### src/rtl/pcie_ingress_buffer_sched.sv
// Ping-pong scheduler for the host-to-device completion buffer: two halves of one RAM
// are filled by the ingress parser, committed to the consumer, and recycled on done.
module pcie_ingress_buffer_sched #(
    parameter int BUF_DEPTH = 1024,
    parameter int CNT_W     = 11
) (
    input  logic             clk,
    input  logic             rst,
    input  logic             i_enable,
    input  logic [31:0]      i_buffer_size,
    input  logic             i_flush,
    output logic             o_buf_rdy,
    output logic [31:0]      o_buf_offset,
    input  logic             i_buf_we,
    input  logic [31:0]      i_buf_addr,
    output logic             o_full_stb,
    output logic             o_full_sel,
    output logic [CNT_W-1:0] o_full_count,
    input  logic [1:0]       i_done,
    output logic [1:0]       o_buf_status,
    input  logic             i_clear_err,
    output logic             o_err_overflow,
    output logic             o_err_addr,
    output logic             o_err_done,
    output logic [1:0]       o_dbg_state
);

    // Handshake: the parser may write only while o_buf_rdy is high; each i_buf_we
    // cycle is one dword. o_full_stb is a single-cycle strobe with no back-pressure.

    typedef enum logic [1:0] {
        ST_IDLE   = 2'd0,
        ST_FILL   = 2'd1,
        ST_COMMIT = 2'd2
    } state_e;

    localparam logic [31:0]      DEPTH32 = 32'(BUF_DEPTH);
    localparam logic [CNT_W-1:0] DEPTH_C = CNT_W'(BUF_DEPTH);

    state_e            state_q, state_d;
    logic              sel_q, sel_d;
    logic [CNT_W-1:0]  count_q, count_d;
    logic [CNT_W-1:0]  target_q, target_d;
    logic [1:0]        full_q, full_d;
    logic              buf_rdy_q, buf_rdy_d;
    logic [31:0]       buf_offset_q, buf_offset_d;
    logic              full_stb_q, full_stb_d;
    logic              full_sel_q, full_sel_d;
    logic [CNT_W-1:0]  full_count_q, full_count_d;
    logic              err_ovf_q, err_ovf_d;
    logic              err_addr_q, err_addr_d;
    logic              err_done_q, err_done_d;

    logic              in_range;
    logic              wr_ok;
    logic [CNT_W-1:0]  cnt_inc;
    logic [CNT_W-1:0]  eff_target;

    assign in_range   = (i_buf_addr >= buf_offset_q) && (i_buf_addr < buf_offset_q + DEPTH32);
    assign wr_ok      = i_buf_we && in_range;
    assign cnt_inc    = count_q + {{(CNT_W-1){1'b0}}, wr_ok};
    // Zero or oversized programming falls back to a full half.
    assign eff_target = ((i_buffer_size == 32'd0) || (i_buffer_size > DEPTH32)) ?
                        DEPTH_C : i_buffer_size[CNT_W-1:0];

    always_comb begin
        state_d      = state_q;
        sel_d        = sel_q;
        count_d      = count_q;
        target_d     = target_q;
        full_d       = full_q;
        buf_offset_d = buf_offset_q;
        full_stb_d   = 1'b0;
        full_sel_d   = full_sel_q;
        full_count_d = full_count_q;
        err_ovf_d    = err_ovf_q  & ~i_clear_err;
        err_addr_d   = err_addr_q & ~i_clear_err;
        err_done_d   = err_done_q & ~i_clear_err;

        for (int n = 0; n < 2; n++) begin
            if (i_done[n]) begin
                if (!full_q[n]) err_done_d = 1'b1;
                full_d[n] = 1'b0;
            end
        end

        if (i_buf_we && (state_q != ST_FILL)) err_ovf_d = 1'b1;

        case (state_q)
            ST_IDLE: begin
                count_d = '0;
                if (i_enable && !full_q[sel_q]) begin
                    state_d  = ST_FILL;
                    target_d = eff_target;
                end
            end
            ST_FILL: begin
                if (i_buf_we && !in_range) err_addr_d = 1'b1;
                count_d = cnt_inc;
                if (wr_ok && (cnt_inc == target_q)) begin
                    state_d = ST_COMMIT;
                end else if (i_flush && (cnt_inc != '0)) begin
                    state_d = ST_COMMIT;
                end else if (!i_enable && (cnt_inc != '0)) begin
                    state_d = ST_COMMIT;
                end else if (i_flush || !i_enable) begin
                    state_d = ST_IDLE;
                end
            end
            ST_COMMIT: begin
                // Set after the done loop so a commit wins over a same-cycle done.
                full_d[sel_q] = 1'b1;
                full_stb_d    = 1'b1;
                full_sel_d    = sel_q;
                full_count_d  = count_q;
                sel_d         = ~sel_q;
                buf_offset_d  = sel_q ? 32'd0 : DEPTH32;
                state_d       = ST_IDLE;
            end
            default: state_d = ST_IDLE;
        endcase

        buf_rdy_d = (state_d == ST_FILL);
    end

    always_ff @(posedge clk) begin
        if (rst) begin
            state_q      <= ST_IDLE;
            sel_q        <= 1'b0;
            count_q      <= '0;
            target_q     <= '0;
            full_q       <= 2'b00;
            buf_rdy_q    <= 1'b0;
            buf_offset_q <= 32'd0;
            full_stb_q   <= 1'b0;
            full_sel_q   <= 1'b0;
            full_count_q <= '0;
            err_ovf_q    <= 1'b0;
            err_addr_q   <= 1'b0;
            err_done_q   <= 1'b0;
        end else begin
            state_q      <= state_d;
            sel_q        <= sel_d;
            count_q      <= count_d;
            target_q     <= target_d;
            full_q       <= full_d;
            buf_rdy_q    <= buf_rdy_d;
            buf_offset_q <= buf_offset_d;
            full_stb_q   <= full_stb_d;
            full_sel_q   <= full_sel_d;
            full_count_q <= full_count_d;
            err_ovf_q    <= err_ovf_d;
            err_addr_q   <= err_addr_d;
            err_done_q   <= err_done_d;
        end
    end

    assign o_buf_rdy      = buf_rdy_q;
    assign o_buf_offset   = buf_offset_q;
    assign o_full_stb     = full_stb_q;
    assign o_full_sel     = full_sel_q;
    assign o_full_count   = full_count_q;
    assign o_buf_status   = full_q;
    assign o_err_overflow = err_ovf_q;
    assign o_err_addr     = err_addr_q;
    assign o_err_done     = err_done_q;
    assign o_dbg_state    = state_q;

endmodule
### config.mk
export PLATFORM = sky130hd
export DESIGN_NAME = pcie_ingress_buffer_sched
export DESIGN_NICKNAME = d
export VERILOG_FILES = /design/src/rtl/pcie_ingress_buffer_sched.sv
export SDC_FILE = /design/constraint.sdc
export NUM_CORES = 1
export LEC_CHECK = 0
export ABC_AREA = 1
export BUFFER_PORTS_ARGS = -buffer_cell sky130_fd_sc_hd__buf_4
export CORE_MARGIN = 2
export CORE_UTILIZATION = 51
export DETAILED_ROUTE_END_ITERATION = 12
export GPL_ROUTABILITY_DRIVEN = 0
export PLACE_DENSITY = 0.86
export SYNTH_ARGS = -nofsm -noshare
export SYNTH_HDL_FRONTEND = slang
export SYNTH_SLANG_ARGS = --single-unit
### constraint.sdc
create_clock -name clk -period 4.1 [get_ports clk]
set_input_delay 0.41 -clock clk [delete_from_list [all_inputs] [get_ports clk]]
set_output_delay 0.41 -clock clk [all_outputs]
set_load 0.02 [all_outputs]
==> summary.md <==
| Metric | Value |
|---|---|
| Status | complete, no violations |
| Non-filler instance count after layout | 569 |
| Post-CTS setup buffer count | 0 |
| Setup crit end | o_buf_rdy |
| CTS sink cnt | 44 |
| Synth Flop Type | dfxtp_1 |
| Synth area leaders | dfxtp_1 32%, nand2_1 14%, buf_4 8.6% |
| Area delta synth->final | 24.5% |
| WS Path Type | reg -> reg |
| Post-layout min period | 2.96 ns |
| Largest net degree at the start of global routing | 31 |
| Worst-path fanout max | 7 |
| Cts bufs inserted | 5 |
| Relative slew slack | 35.2% |
| Final instance area | 0.00346 mm2 |
| Total Power | 0.844 mW |
| GRT overflow | 0 |
| Slew of the pin with the lowest slew margin | 0.969 ns |
| Die Area | 0.00605 mm2 |
| Area share of the largest cell type after synthesis | 31.7% |
| # fillers | 459 |
| Yosys top cell by area | dfxtp_1 |
| Final Hold Viols | 0 |
| Ys Warns | 0 |
| Root buffer cell | clkbuf_8 |
| Via count | 2,760 |
| IO Port Bufs | 93 |
| Sequential fraction of the synthesis area | 31.7% |
| Initial Util | 53.7% |
| Min Hold Slack | 0.374 ns |
| Crit start category | flip-flop |
| Number of global-route vias before repair | 2,520 |
| Nets | 575 |
| Post-synthesis cell type count | 32 |
| Die W | 77.8 um |
| Drt drc | 0 |
| Worst Setup Slack, final | 1.14 ns |
| Num ports | 125 |
| Final Core Density | 66.9% |
| Synth Register Bits | 44 |
| Req. time, crit path | 4.28 ns |
| Max Clk Rate | 338 MHz |
| HP Class | in -> reg |
| Layout cells sized above 1 | 25.5% |
| Final setup viols | 0 |
| Worst R2R End | o_buf_rdy |
| Detailed placement HPWL | 5.29 mm |
| Worst setup startpoint | o_buf_offset[10] |
| WL final | 6.46 mm |
| Antenna diodes | 0 |
| Max Root-Sink Buffers | 2 |
| All-Layer GR Usage | 22.1% |
| Synth Instances | 410 |
| Async SR Flop Fraction | 0% |
| R2R depth | 18 |
| Cts hold-fix bufs | 0 |
| Post-synth EDFFs | 0 |
| Avg WL per Cell | 11.4 um |
| Worst-Skew Late Latency | 0.30 ns |
| First-pass GRT wire length | 10.9 mm |
| Pwr Density | 244 mW/mm2 |
| Worst r2r src | o_buf_offset[10] |
| Mapped Area | 0.00278 mm2 |
| FF-to-FF setup slack | 1.14 ns |
| CP endpoint kind | flip-flop |
| Pleak | 1.60 nW |
| Drt first-iter violations | 229 |
| Cells after DPL | 561 |
| Die height | 77.8 um |
| Maximum vdd drop | 137 uV |
| Final ANT Viol Nets | 0 |
| Core region area | 0.00517 mm2 |
| Multi-input logic area | 0.00154 mm2 |
| Worst EP arrival | 3.14 ns |
| Drt pass-1 iters | 4 |
| Post-DP Area | 0.00337 mm2 |
| Initial antenna violation count | 0 |
| Clock skew | 0.00558 ns |
| Post-DR vias/cell | 4.85 |
| RSZ-0062 raised after global routing | false |
| Final Cycle Share | 72.2% |
| TritonCTS clock tree | built |
| Slew Limit Fails | 0 |
| Resized Gates After CTS | 0 |
| Clk pin slew, worst setup/hold paths | 0.08 ns |
| Pre-CTS WS | 1.17 ns |
| Register area | 881 um2 |
| Mapped Avg Cell Area | 6.77 um2 |
| Setup TNS Final | 0 ns |
| Row cnt | 26 |
| Max-cap violations | 0 |
| H-tree depth | 2 |
==> Yosys cell counts, types with 2 or more instances <==
library cell / n
a21oi_1: 26
buf_4: 32
clkbuf_1: 6
clkbuf_8: 3
dfxtp_1: 44
ha_1: 5
inv_1: 43
nand2_1: 100
nand2_2: 10
nand3_1: 34
nand3_2: 5
nand3b_1: 12
nand4_1: 4
nor2_1: 44
nor2_2: 3
nor2_4: 4
nor3_1: 6
nor4_1: 4
o21ai_0: 11
xnor2_1: 2
==> logic make-up after synthesis <==
family / after synthesis / share of synthesized area [%]
and+or+nand+nor: 228 / 38.8
buffers and inverters: 86 / 17.1
DFF: 44 / 31.7
AOI/OAI and AO/OA: 42 / 8.24
adders and majority gates: 5 / 2.25
xor gates and xnor gates: 4 / 1.76
other: 1 / 0.135
==> final cells by class <==
cell class / instances / area share [%]
clock buffer: 6 / 2.39
clock inverter: 2 / 0.289
inverter: 44 / 4.77
multi-input combinational: 310 / 44.4
sequential: 44 / 25.5
tap: 70 / 2.53
timing repair buffer: 93 / 20.2
==> flip-flops by register name, indices dropped and copies added, names as in the netlist <==
signal,count
count_q,11
o_buf_offset,1
o_buf_rdy,1
o_buf_status,2
o_dbg_state,2
o_err_addr,1
o_err_done,1
o_err_overflow,1
o_full_count,11
o_full_sel,1
o_full_stb,1
target_q,11
==> critical path, stage by stage, from the launching register on <==
cell and delay, ns:
dfxtp_1 0.44, inv_1 0.12, ha_1 0.28, nor3_1 0.15
nand2_1 0.09, nand2_1 0.08, nand3_1 0.10, inv_1 0.07
ha_1 0.19, ha_1 0.26, nand2_4 0.11, nor2_4 0.17
nand3_2 0.10, nand3_1 0.09, nand2_1 0.09, nor3_2 0.20
nand3_1 0.12, nand2_1 0.10, a21oi_1 0.06
==> metal layers <==
metal	global-route usage, %	wire [um]
met1	26.2	2720
met2	38.2	3130
met3	5.35	477
met4	8.75	138
met5	0	0
==> how the worst min path moves through the flow <==
stage               startpoint         endpoint  depth (start not counted)
5_1_grt              i_done[1]  o_buf_status[1]                          4
4_1_cts              i_done[1]  o_buf_status[1]                          4
6_report             i_done[1]  o_buf_status[1]                          4
2_1_floorplan       count_q[0]  o_full_count[0]                          2
3_3_place_gp       count_q[10]      count_q[10]                          2
3_5_place_dp   o_full_count[1]  o_full_count[1]                          2
==> cells in the final DEF (no fill, tap or decap) <==
cell type and count:
dfxtp_1 44, nor3_1 6, nand3_1 34, xor2_1 1, nand3_2 5, a211oi_1 1, inv_1 43, nor2_4 4
o21ai_0 11, nor2_1 44, o221ai_1 1, conb_1 31, nand3b_1 12, o21a_1 1, nand4_1 4, ha_1 5
a22o_1 1, nand2_1 100, o21bai_2 1, nor3_2 1, xnor3_1 1, xnor2_1 2, nand2_4 1, buf_4 93
clkinv_2 2, inv_2 1, nand2_2 10, nor2_2 3, nor4_1 4, clkbuf_8 6, a21oi_1 26
==> power breakdown <==
group | total [mW] | switching (mW) | internal [mW]
logic | 0.132 | 0.0724 | 0.0591
clock network | 0.278 | 0.143 | 0.134
registers | 0.435 | 0.00360 | 0.432
total | 0.844 | 0.219 | 0.625
Power figures use the tool's default switching activity.
